File: config.mk
export PLATFORM = sky130hd
export DESIGN_NAME = i2c_target_regfile
export DESIGN_NICKNAME = d
export VERILOG_FILES = /design/src/rtl/i2c_pkg.sv /design/src/rtl/i2c_bus_filter.sv /design/src/rtl/i2c_target_regfile.sv
export SDC_FILE = /design/constraint.sdc
export NUM_CORES = 1
export LEC_CHECK = 0
export CORE_UTILIZATION = 50
export DETAILED_ROUTE_END_ITERATION = 8
export GPL_TIMING_DRIVEN = 0
export PLACE_DENSITY_LB_ADDON = 0.3
export SYNTH_ARGS = -nofsm -noshare
export SYNTH_HDL_FRONTEND = slang
export SYNTH_HIERARCHICAL = 1
export SYNTH_SLANG_ARGS = --single-unit
File: constraint.sdc
create_clock -name clk -period 2.75 [get_ports clk]
set_clock_uncertainty 0.2 [all_clocks]
set_input_delay 0.55 -clock clk [delete_from_list [all_inputs] [get_ports clk]]
set_output_delay 0.55 -clock clk [all_outputs]
set_load 0.01 [all_outputs]
File: src/rtl/i2c_pkg.sv
// Shared definitions for the I2C target register file: FSM states and
// the general-call address/command constants.
package i2c_pkg;

    typedef enum logic [3:0] {
        IDLE,
        ADDR,
        ADDR_ACK,
        PTR,
        PTR_ACK,
        WDATA,
        WDATA_ACK,
        RDATA,
        RD_MACK,
        WAIT_STOP
    } i2c_state_e;

    localparam logic [6:0] GEN_CALL_ADDR = 7'h00;
    localparam logic [7:0] SOFT_RST_CMD  = 8'h06;

endpackage

File: src/rtl/i2c_bus_filter.sv
// SCL/SDA front end: 2-flop synchroniser, FILT_LEN-cycle stability filter,
// and single-cycle SCL edge / START / STOP pulses from the filtered levels.
module i2c_bus_filter #(
    parameter int FILT_LEN = 3
) (
    input  logic clk,
    input  logic reset,
    input  logic scl_i,
    input  logic sda_i,
    output logic sda,
    output logic scl_rise,
    output logic scl_fall,
    output logic bus_start,
    output logic bus_stop
);

    localparam int CW = $clog2(FILT_LEN + 1);

    // bit 1 = SCL, bit 0 = SDA
    logic [1:0]    sync1, sync2, filt, prev;
    logic [CW-1:0] cnt [2];

    always_ff @(posedge clk or negedge reset) begin
        if (!reset) begin
            sync1 <= '1;
            sync2 <= '1;
            filt  <= '1;
            prev  <= '1;
            for (int unsigned i = 0; i < 2; i++) cnt[i] <= '0;
        end else begin
            sync1 <= {scl_i, sda_i};
            sync2 <= sync1;
            prev  <= filt;
            // A new level is accepted only after FILT_LEN consecutive differing samples.
            for (int unsigned i = 0; i < 2; i++) begin
                if (sync2[i] == filt[i]) begin
                    cnt[i] <= '0;
                end else if (cnt[i] == CW'(FILT_LEN - 1)) begin
                    filt[i] <= sync2[i];
                    cnt[i]  <= '0;
                end else begin
                    cnt[i] <= cnt[i] + 1'b1;
                end
            end
        end
    end

    assign sda       = filt[0];
    assign scl_rise  = filt[1] & ~prev[1];
    assign scl_fall  = ~filt[1] & prev[1];
    assign bus_start = filt[1] & prev[1] & prev[0] & ~filt[0];
    assign bus_stop  = filt[1] & prev[1] & ~prev[0] & filt[0];

endmodule

File: src/rtl/i2c_target_regfile.sv
// I2C target exposing 2**ADDR_W byte registers behind an auto-incrementing pointer.
// Optional I2C_GEN_CALL_EN: general-call write of SOFT_RST_CMD reloads all registers.
module i2c_target_regfile
    import i2c_pkg::*;
#(
    parameter int         ADDR_W   = 4,
    parameter int         FILT_LEN = 3,
    parameter logic [7:0] RST_VAL  = 8'h00
) (
    input  logic              clk,
    input  logic              reset,
    input  logic              scl_i,
    input  logic              sda_i,
    output logic              sda_oe,
    input  logic [6:0]        slave_addr,
    input  logic [ADDR_W-1:0] loc_rd_addr,
    output logic [7:0]        loc_rd_data,
    output logic              wr_strobe,
    output logic [ADDR_W-1:0] wr_addr,
    output logic [7:0]        wr_data,
    output logic              busy
);

    localparam int unsigned DEPTH = 1 << ADDR_W;

    logic sda, scl_rise, scl_fall, bus_start, bus_stop;

    i2c_bus_filter #(.FILT_LEN(FILT_LEN)) u_filter (
        .clk       (clk),
        .reset     (reset),
        .scl_i     (scl_i),
        .sda_i     (sda_i),
        .sda       (sda),
        .scl_rise  (scl_rise),
        .scl_fall  (scl_fall),
        .bus_start (bus_start),
        .bus_stop  (bus_stop)
    );

    i2c_state_e        state_q, state_d;
    logic [2:0]        cnt_q, cnt_d;
    logic [7:0]        shift_q, shift_d;
    logic [ADDR_W-1:0] ptr_q, ptr_d, wr_addr_d;
    logic [7:0]        wr_data_d, rd_byte, byte_in;
    logic              oe_d, wstb_d, gc_q, gc_d, srst_q, srst_d, byte_done;
    logic [7:0]        regs [DEPTH];

    assign byte_in     = {shift_q[6:0], sda};
    assign byte_done   = scl_rise && (cnt_q == 3'd7);
    assign rd_byte     = regs[ptr_q];
    assign loc_rd_data = regs[loc_rd_addr];
    assign busy        = !(state_q inside {IDLE, ADDR, WAIT_STOP});

    always_comb begin
        state_d   = state_q;
        cnt_d     = cnt_q;
        shift_d   = shift_q;
        ptr_d     = ptr_q;
        oe_d      = sda_oe;
        wstb_d    = 1'b0;
        wr_addr_d = wr_addr;
        wr_data_d = wr_data;
        gc_d      = gc_q;
        srst_d    = 1'b0;

        if (bus_stop) begin
            state_d = IDLE;
            oe_d    = 1'b0;
            cnt_d   = '0;
            gc_d    = 1'b0;
        end else if (bus_start) begin
            state_d = ADDR;
            oe_d    = 1'b0;
            cnt_d   = '0;
            gc_d    = 1'b0;
        end else begin
            if (scl_rise && (state_q inside {ADDR, PTR, WDATA})) begin
                shift_d = byte_in;
                cnt_d   = cnt_q + 3'd1;
            end
            // ACK states use cnt as phase: first SCL fall drives ACK, second releases it.
            unique case (state_q)
                IDLE, WAIT_STOP: ;
                ADDR: if (byte_done) begin
                    if (byte_in[7:1] != GEN_CALL_ADDR && byte_in[7:1] == slave_addr)
                        state_d = ADDR_ACK;
`ifdef I2C_GEN_CALL_EN
                    else if (byte_in == {GEN_CALL_ADDR, 1'b0}) begin
                        state_d = ADDR_ACK;
                        gc_d    = 1'b1;
                    end
`endif
                    else
                        state_d = WAIT_STOP;
                end
                PTR: if (byte_done) begin
                    if (!gc_q) begin
                        ptr_d   = byte_in[ADDR_W-1:0];
                        state_d = PTR_ACK;
                    end else if (byte_in == SOFT_RST_CMD) begin
                        srst_d  = 1'b1;
                        ptr_d   = '0;
                        state_d = PTR_ACK;
                    end else begin
                        state_d = WAIT_STOP;
                    end
                end
                WDATA: if (byte_done) begin
                    wstb_d    = 1'b1;
                    wr_addr_d = ptr_q;
                    wr_data_d = byte_in;
                    ptr_d     = ptr_q + 1'b1;
                    state_d   = WDATA_ACK;
                end
                ADDR_ACK, PTR_ACK, WDATA_ACK: if (scl_fall) begin
                    if (cnt_q == 3'd0) begin
                        oe_d  = 1'b1;
                        cnt_d = 3'd1;
                    end else begin
                        oe_d  = 1'b0;
                        cnt_d = '0;
                        if (state_q == ADDR_ACK && shift_q[0]) begin
                            shift_d = rd_byte;
                            oe_d    = ~rd_byte[7];
                            state_d = RDATA;
                        end else if (state_q == ADDR_ACK)
                            state_d = PTR;
                        else if (state_q == PTR_ACK && gc_q)
                            state_d = WAIT_STOP;
                        else
                            state_d = WDATA;
                    end
                end
                RDATA: if (scl_fall) begin
                    if (cnt_q == 3'd7) begin
                        oe_d    = 1'b0;
                        cnt_d   = '0;
                        shift_d = '1;
                        ptr_d   = ptr_q + 1'b1;
                        state_d = RD_MACK;
                    end else begin
                        shift_d = {shift_q[6:0], 1'b0};
                        oe_d    = ~shift_q[6];
                        cnt_d   = cnt_q + 3'd1;
                    end
                end
                RD_MACK: begin
                    if (scl_rise) shift_d[0] = sda;
                    if (scl_fall) begin
                        if (!shift_q[0]) begin
                            shift_d = rd_byte;
                            oe_d    = ~rd_byte[7];
                            cnt_d   = '0;
                            state_d = RDATA;
                        end else begin
                            state_d = WAIT_STOP;
                        end
                    end
                end
                default: state_d = IDLE;
            endcase
        end
    end

    always_ff @(posedge clk or negedge reset) begin
        if (!reset) begin
            state_q   <= IDLE;
            cnt_q     <= '0;
            shift_q   <= '0;
            ptr_q     <= '0;
            sda_oe    <= 1'b0;
            wr_strobe <= 1'b0;
            wr_addr   <= '0;
            wr_data   <= '0;
            gc_q      <= 1'b0;
            srst_q    <= 1'b0;
        end else begin
            state_q   <= state_d;
            cnt_q     <= cnt_d;
            shift_q   <= shift_d;
            ptr_q     <= ptr_d;
            sda_oe    <= oe_d;
            wr_strobe <= wstb_d;
            wr_addr   <= wr_addr_d;
            wr_data   <= wr_data_d;
            gc_q      <= gc_d;
            srst_q    <= srst_d;
        end
    end

    // Array commits at the end of the wr_strobe cycle, so local reads in that cycle see the old byte.
    always_ff @(posedge clk or negedge reset) begin
        if (!reset) begin
            for (int unsigned i = 0; i < DEPTH; i++) regs[i] <= RST_VAL;
        end else if (srst_q) begin
            for (int unsigned i = 0; i < DEPTH; i++) regs[i] <= RST_VAL;
        end else if (wr_strobe) begin
            regs[wr_addr] <= wr_data;
        end
    end

endmodule

Yosys cells after proc, flatten, opt, wreduce, memory -nomap -nowiden
Cells that the tools add are included.
Widths: inputs -> output; s select.
{ "totals": {"regBits": 175, "input_bits": 15, "elab_cells": 199, "output_inout_bits": 23} }
{ "op_classes": {"n_lt_le_gt_ge": 4, "add_sub_neg": 4, "mux": 82, "eq_ne": 31, "n_reduce_logical": 25, "bitwise_logic": 20} }
{ "op_table": {"columns": ["cell", "count"], "rows": [
  ["$mux 128", 2],
  ["$bwmux 128", 1],
  ["$mux 8", 13],
  ["$mux 4", 23],
  ["$bmux 8 s4", 2],
  ["$ne 4x4->1 const B", 9],
  ["$demux 8 s4", 1],
  ["$pmux 4 s7", 1],
  ["$mux 3", 8],
  ["$pmux 8 s3", 1],
  ["$mux 1", 23],
  ["$eq 4x3->1 const B", 4],
  ["$ge 5x5->1 const B", 3],
  ["$not 4->5", 3],
  ["$pmux 4 s3", 1],
  ["$not 1->1", 10],
  ["$pmux 3 s3", 1],
  ["$reduce_and 9->1", 1],
  ["$reduce_bool 3->1", 3],
  ["$eq 4x2->1 const B", 2],
  ["$eq 4x4->1 const B", 2],
  ["$eq 8x3->1 const B", 1],
  ["$mux 2", 4],
  ["$ne 2x2->1 const B", 4],
  ["other kinds (26)", 43]
]} }

Longest topological paths before layout
Gate-level depths: netlist (run 1).
{ "logic_depth": {"word_depth": 11, "ltp_mapped": 8, "ltp_nobuf": 7} }

Cells and area by module
The synthesis (run 1) kept the hierarchy.
{ "modules_own_cells": {"columns": ["mod", "n_inst", "area_each_um2", "seq_area_each_um2", "cells_each"], "rows": [
  ["i2c_target_regfile", 1, 8884.8, 4003.8, 622],
  ["i2c_bus_filter", 1, 436.7, 310.3, 27]
]} }

Least setup slack after synthesis (run 1)
OpenSTA, ideal clock, no wires.
{ "synth_timing": {"path_type": "input to output", "from": "input port loc_rd_addr[0]", "to": "output port loc_rd_data[0]", "cell_stages": 4, "t_arrival_ps": 2092, "setup_slack_ps": -92, "t_required_ps": 2000, "n_path_buf": 2, "cell_sequence": "clkbuf_1 buf_2 mux4_2 mux4_2"} }
{ "synth_between": {"elab_chain_len": 4} }
{ "synth_lines": {"columns": ["element", "line", "rtl"], "rows": [
  ["start, declared", "i2c_target_regfile.sv:16", "input logic [ADDR_W-1:0] loc_rd_addr,"],
  ["$not 4->5 (not written as such)", "i2c_target_regfile.sv:51", "assign loc_rd_data = regs[loc_rd_addr];"],
  ["$bmux 8 s4", "i2c_target_regfile.sv:51", null],
  ["$mux 8 (not written as such) (2 in a row)", "i2c_target_regfile.sv:51", null],
  ["end, declared", "i2c_target_regfile.sv:17", "output logic [7:0] loc_rd_data,"]
]} }
Every way passes these cells. The select of a mux whose other input is x is not followed.

Worst setup path after layout (run 1)
{ "layout_timing": {"from": "input port loc_rd_addr[0]", "to": "output port loc_rd_data[1]"} }
The elaborated chain is that of the path after synthesis.

==> summary.md, run 1 <==
| Metric | Value |
|---|---|
| Final Wtd Congestion | 0.8962 |
| Final hold viol count | 0 |
| Max-Cap Viols | 0 |
| Vias in the first global route | 6619 |
| Most frequent cells after synthesis | dfrtp_1 (164), mux2_2 (113), mux4_2 (56) |
| First-pass DRT Iterations | 7 |
| Largest net degree at the start of global routing | 89 |
| CTS clk-pin slew, worst paths | 0.06 ns |
| Clk sinks | 172 |
| Final hold slack | 0.1586 ns |
| Maximum VDD drop | 423.5 uV |
| Buf+Inv Stages, Crit Path | 4 |
| Post-DR vias/cell | 6.550 |
| Count of cell types in the netlist | 68 |
| Worst skew pair latency | 0.44 ns |
| Register area share after synthesis | 46.28% |
| Slowest cell on crit path | mux4_2 |
| Final period utilization | 102.9% |
| Synth area leader | dfrtp_1 |
| Die outline height | 138.5 um |
| Critical Path AT | 2.08 ns |
| CTS tree | built |
| Crit-path max FO | 7 |
| Routed wire length | 25200 um |
| Syn Area/Cell | 14.36 um2 |
| RSZ-0062 raised after global routing | true |
| Leak Pwr | 4.849 nW |
| Initial Utilization | 51.37% |
| ANT nets after route | 0 |
| Area of the core | 18150 um2 |
| Levels on crit path | 6 |
| Synth area leaders | dfrtp_1 (44%), mux2_2 (14%), mux4_2 (14%), mux4_1 (5.1%), mux2_1 (3.5%) |
| Setup crit end kind | primary output |
| EDFF count, synth | 0 |
| Residual DRC | 4 |
| Worst slew pin tran | 1.337 ns |
| Fin util | 59.82% |
| Crit path cell chain | clkbuf_16 -> buf_12 -> buf_6 -> mux4_2 -> mux4_2 -> buf_6 |
| CP startpoint kind | input pin |
| Critical path's largest stage delay | 0.51 ns |
| Max clock buf depth | 2 |
| Ant diodes | 0 |
| Syn Inst Count | 649 |
| DRT iter0 DRCs | 490 |
| Non-Filler Instances | 962 |
| I/O Pins | 38 |
| Achievable clock frequency | 0.3533 GHz |
| Critical Path RT | 2.00 ns |
| H-tree Lvls | 4 |
| Pre-CTS setup slack | -1.272 ns |
| Asr flop ratio synth | 100.0% |
| CTS buffer count | 17 |
| Count leader, synth | dfrtp_1 |
| Placed Area | 10000 um2 |
| Area Overhead vs Synth | 16.47% |
| Status | finished with violations |
| Worst path top cell family by delay | multiplexers |
| Post-DR wirelength/cell | 26.19 um |
| Dpl hpwl | 16580 um |
| Final Slew Violations | 0 |
| Yosys reg bits | 172 |
| First-pass GRT wire length | 39630 um |
| Setup ws final | -0.08039 ns |
| Placed cell count | 913 |
| Total GRT Usage | 28.03% |
| Die width | 138.5 um |
| Die Area | 19190 um2 |
| Power Density | 622.8 nW/um2 |
| Antenna violations before repair | 0 |
| Failing checks | DRC, setup timing |
| Mapped cell area | 9321 um2 |
| Root buffer cell | clkbuf_16 |
| Final Setup Violations | 8 |
| Crit path kind | in -> out |
| Hold crit path type | reg -> reg |
| Via count | 6301 |
| Syn_nets | 668 |
| Min Tclk post-route | 2.830 ns |
| Remaining Overflow, GRT | 0 |
| Worst hold path stage count | 0 |
| Port-buffer cells | 34 |
| Core Rows | 49 |
| Design Area, Final | 10860 um2 |
| Share of post-route cells with drive strength above 1 | 37.93% |
| Rel. slew slack | 10.51% |
| R2R cell count | 6 |
| Fin nets | 739 |
| Synth warnings | 6 |
| Top cell type's share of synthesized area | 44.03% |
| Top FF cell, synth | dfrtp_1 |
| Fillers | 1368 |
[layout make-up]
type	count	area, um2	area share (%)
multi-input cells	421	4701	43.30
flip-flops and latches	172	4314	39.74
repair buffers	53	569.3	5.244
clock buffers	21	450.4	4.149
plain buffers	43	365.4	3.365
well taps	229	286.5	2.639
clock inverters	11	111.4	1.026
inverters	12	58.81	0.5417
[per-layer routing]
layer  GRT usage [%]  vias to the layer above  share of wire [%]
met4           9.817                        0                2.5
met5               0                        -                  0
met1           37.07                     3352                 42
met2           46.38                      242                 50
li1                -                     2667                  -
met3           5.628                       40                5.5
[layout by cell type, fill, tap and decap left out, types with 11 or more instances in the layout]
| cell type | count |
|---|---|
| nor2_1 | 24 |
| mux4_1 | 18 |
| dfrtp_1 | 164 |
| buf_6 | 19 |
| mux2_1 | 29 |
| mux2_2 | 113 |
| mux4_2 | 56 |
| clkbuf_1 | 19 |
| mux2i_1 | 11 |
| nor3_1 | 13 |
| clkbuf_16 | 18 |
| clkdlybuf4s50_1 | 24 |
| nand2_1 | 21 |
[power breakdown]
group	total, W	leakage (nW)	switching [W]	internal, W
clock network	0.00232	0.269	0.00103	0.00128
logic	0.00151	2.22	0.000877	0.000632
registers	0.00293	2.36	0.000226	0.00271
[kinds of logic after synthesis]
family,Yosys count,synth area share [%]
DFF,172,46.28
buffers and inverters,56,3.396
xor gates and xnor gates,9,0.8457
and+or+nand+nor,111,6.685
AOI/OAI and AO/OA,69,5.155
adders and majority gates,4,0.5369
muxes,228,37.10
[worst paths after layout]
kind | startpoint | endpoint | slack (ns)
worst max-delay path | loc_rd_addr[0] | loc_rd_data[1] | -0.08
worst min-delay path | u_filter/sync1[1] | u_filter/sync2[1] | 0.16
min in group asynchronous | reset | state_q[1] | 0.51
max in group asynchronous | reset | u_filter/sync2[0] | 0.97
worst max register to register | u_filter/filt[1] | state_q[3] | 0.18
worst min register to register | u_filter/sync1[1] | u_filter/sync2[1] | 0.16
[through the flow]
| step | setup TNS [ns] | power (W) |
|---|---|---|
| floorplan | 0 | 0.003941 |
| global placement | -996.35 | 0.004381 |
| detailed placement | -10.10 | 0.004418 |
| CTS | -0.4444 | 0.006748 |
| global route | -0.6559 | 0.007066 |
| finish | -0.5006 | 0.006762 |
[flip-flops by register name (all words and copies together) (netlist names), 2 cells and up]
name,count
cnt_q,3
ptr_q,4
regs,128
shift_q,7
state_q,4
u_filter/cnt,4
u_filter/filt,2
u_filter/prev,2
u_filter/sync1,2
u_filter/sync2,2
wr_addr,4
wr_data,8
[repair_timing]
item                                    CTS  global route
endpoints found under the setup margin   16            22
hold endpoints to repair                 81             0
gates resized for setup                  85             6
hold buffers                              1             0
buffers inserted                         16             1
No activity file was read; power rests on OpenSTA's default activity.
==> run 2: changes to the inputs <==
Settings changed: CTS_CLUSTER_SIZE set to 20.
==> results of run 2 <==
The final DEF is identical to that of run 1; final timing and power are the same.
==> run 3: changes to the inputs <==
Clock period 2.75 ns to 2.7 ns, I/O delays scaled along.
==> run 3 against run 2 <==
The run still ends with DRC, setup timing left; via count up 0.54%; cell count unchanged; critical path depth unchanged; non-clock buffer count unchanged; hold slack about the same; register-to-register slack worse by 0.06 ns; sequential cell count unchanged; clock-buffer cell count unchanged; final area about the same; largest cell class unchanged.
==> summary.md, run 3 (synthesized netlist as in run 1, its figures left out) <==
| Metric | Value |
|---|---|
| Status | finished with violations |
| Failing checks | DRC, setup timing |
| Setup ws final | -0.1102 ns |
| Die width | 138.5 um |
| Rel. slew slack | 11.63% |
| Root buffer cell | clkbuf_16 |
| Placed cell count | 913 |
| Final Setup Violations | 8 |
| Die outline height | 138.5 um |
| Fin util | 59.84% |
| Worst hold path stage count | 0 |
| Largest net degree at the start of global routing | 89 |
| Dpl hpwl | 16580 um |
| Min Tclk post-route | 2.810 ns |
| Core Rows | 49 |
| Critical Path RT | 1.96 ns |
| Crit path kind | in -> out |
| Final hold viol count | 0 |
| Area of the core | 18150 um2 |
| First-pass DRT Iterations | 7 |
| Post-DR vias/cell | 6.585 |
| Final hold slack | 0.1586 ns |
| Max-Cap Viols | 0 |
| Final Slew Violations | 0 |
| CTS buffer count | 17 |
| Clk sinks | 172 |
| Final period utilization | 104.1% |
| R2R cell count | 6 |
| CP startpoint kind | input pin |
| Worst skew pair latency | 0.44 ns |
| Residual DRC | 4 |
| ANT nets after route | 0 |
| I/O Pins | 38 |
| Final Wtd Congestion | 0.8962 |
| Placed Area | 10000 um2 |
| H-tree Lvls | 4 |
| Pwr Total | 0.006893 W |
| Total GRT Usage | 28.05% |
| Via count | 6335 |
| Initial Utilization | 51.37% |
| Ant diodes | 0 |
| RSZ-0062 raised after global routing | true |
| Worst slew pin tran | 1.321 ns |
| Leak Pwr | 4.848 nW |
| CTS tree | built |
| Largest register FFs | 128 |
| Crit-path max FO | 7 |
| Area Overhead vs Synth | 16.50% |
| Max clock buf depth | 2 |
| Setup crit end kind | primary output |
| Post-DR wirelength/cell | 26.22 um |
| Power Density | 634.7 nW/um2 |
| Top Registers | regs (128), wr_data (8), shift_q (7) |
| Largest register by flop count | regs |
| Hold crit path type | reg -> reg |
| Port-buffer cells | 34 |
| Design Area, Final | 10860 um2 |
| Routed wire length | 25230 um |
| Die Area | 19190 um2 |
| Vias in the first global route | 6610 |
| Share of post-route cells with drive strength above 1 | 37.93% |
| Achievable clock frequency | 0.3558 GHz |
| Fillers | 1369 |
| First-pass GRT wire length | 39650 um |
| Commonest cells after routing, fill and taps aside | dfrtp_1 (164), mux2_2 (113), mux4_2 (56) |
| Critical Path AT | 2.07 ns |
| Commonest non-fill, non-tap cell in the layout | dfrtp_1 |
| Non-Filler Instances | 962 |
| Remaining Overflow, GRT | 0 |
| Antenna violations before repair | 0 |
| Maximum VDD drop | 431.7 uV |
| DRT iter0 DRCs | 505 |
| CTS clk-pin slew, worst paths | 0.06 ns |
| Fin nets | 739 |
run 3: cell count changes in the layout (fill, tap and decap cells not counted):
cell	change
clkbuf_4	+1
buf_2	-1
run 3: layout make-up:
class	count	area, um2	share of cell area, %
multi-input combinational	421	4701	43.29
sequential	172	4314	39.73
timing repair buffer	53	569.3	5.243
clock buffer	21	450.4	4.148
buffer	43	367.9	3.387
tap	229	286.5	2.639
clock inverter	11	111.4	1.025
inverter	12	58.81	0.5415
run 3: through the flow:
| step | setup WS (ns) | setup TNS [ns] |
|---|---|---|
| after floorplan | 0.06507 | 0 |
| after global placement | -5.886 | -1003.56 |
| after detailed placement | -1.302 | -10.81 |
| after CTS | -0.1060 | -0.6844 |
| after global routing | -0.1297 | -0.8959 |
| final | -0.1102 | -0.7360 |
run 3: worst paths after layout:
check / start / to / slack [ns]
max in group asynchronous: reset / u_filter/sync2[0] / 0.92
max reg2reg: u_filter/filt[1] / state_q[3] / 0.12
min: u_filter/sync1[1] / u_filter/sync2[1] / 0.16
max: loc_rd_addr[0] / loc_rd_data[1] / -0.11
min in group asynchronous: reset / state_q[1] / 0.51
min reg2reg: u_filter/sync1[1] / u_filter/sync2[1] / 0.16
run 3: power by group:
part	total [W]	internal [W]	leakage, nW	switching (W)
clock	0.00236	0.00131	0.269	0.00106
sequential	0.00299	0.00276	2.36	0.000229
combinational	0.00154	0.000646	2.22	0.000893
total	0.00689	0.00471	4.85	0.00218
run 3: layer usage:
layer  share of wire [%]  wire, um  GRT usage, %  vias up
met1                  42     10520         37.10     3364
met4                 2.3       574         9.817        0
li1                    -         -             -     2664
met3                 5.6      1415         5.628       37
met2                  50     12720         46.41      270
met5                   0         0             0        -
run 3: timing repair:
item                                    in CTS  in global routing
resized for setup                           86                  6
endpoints found under the hold margin       81                  0
endpoints found under the setup margin      21                 19
hold buffers                                 1                  0
pin swaps                                    0                  0
setup buffers                               16                  1
run 3: critical path, cell delays in order:
cell and delay (ns):
clkbuf_16 0.13, buf_12 0.14, buf_6 0.12, mux4_2 0.51
mux4_2 0.49, buf_6 0.14
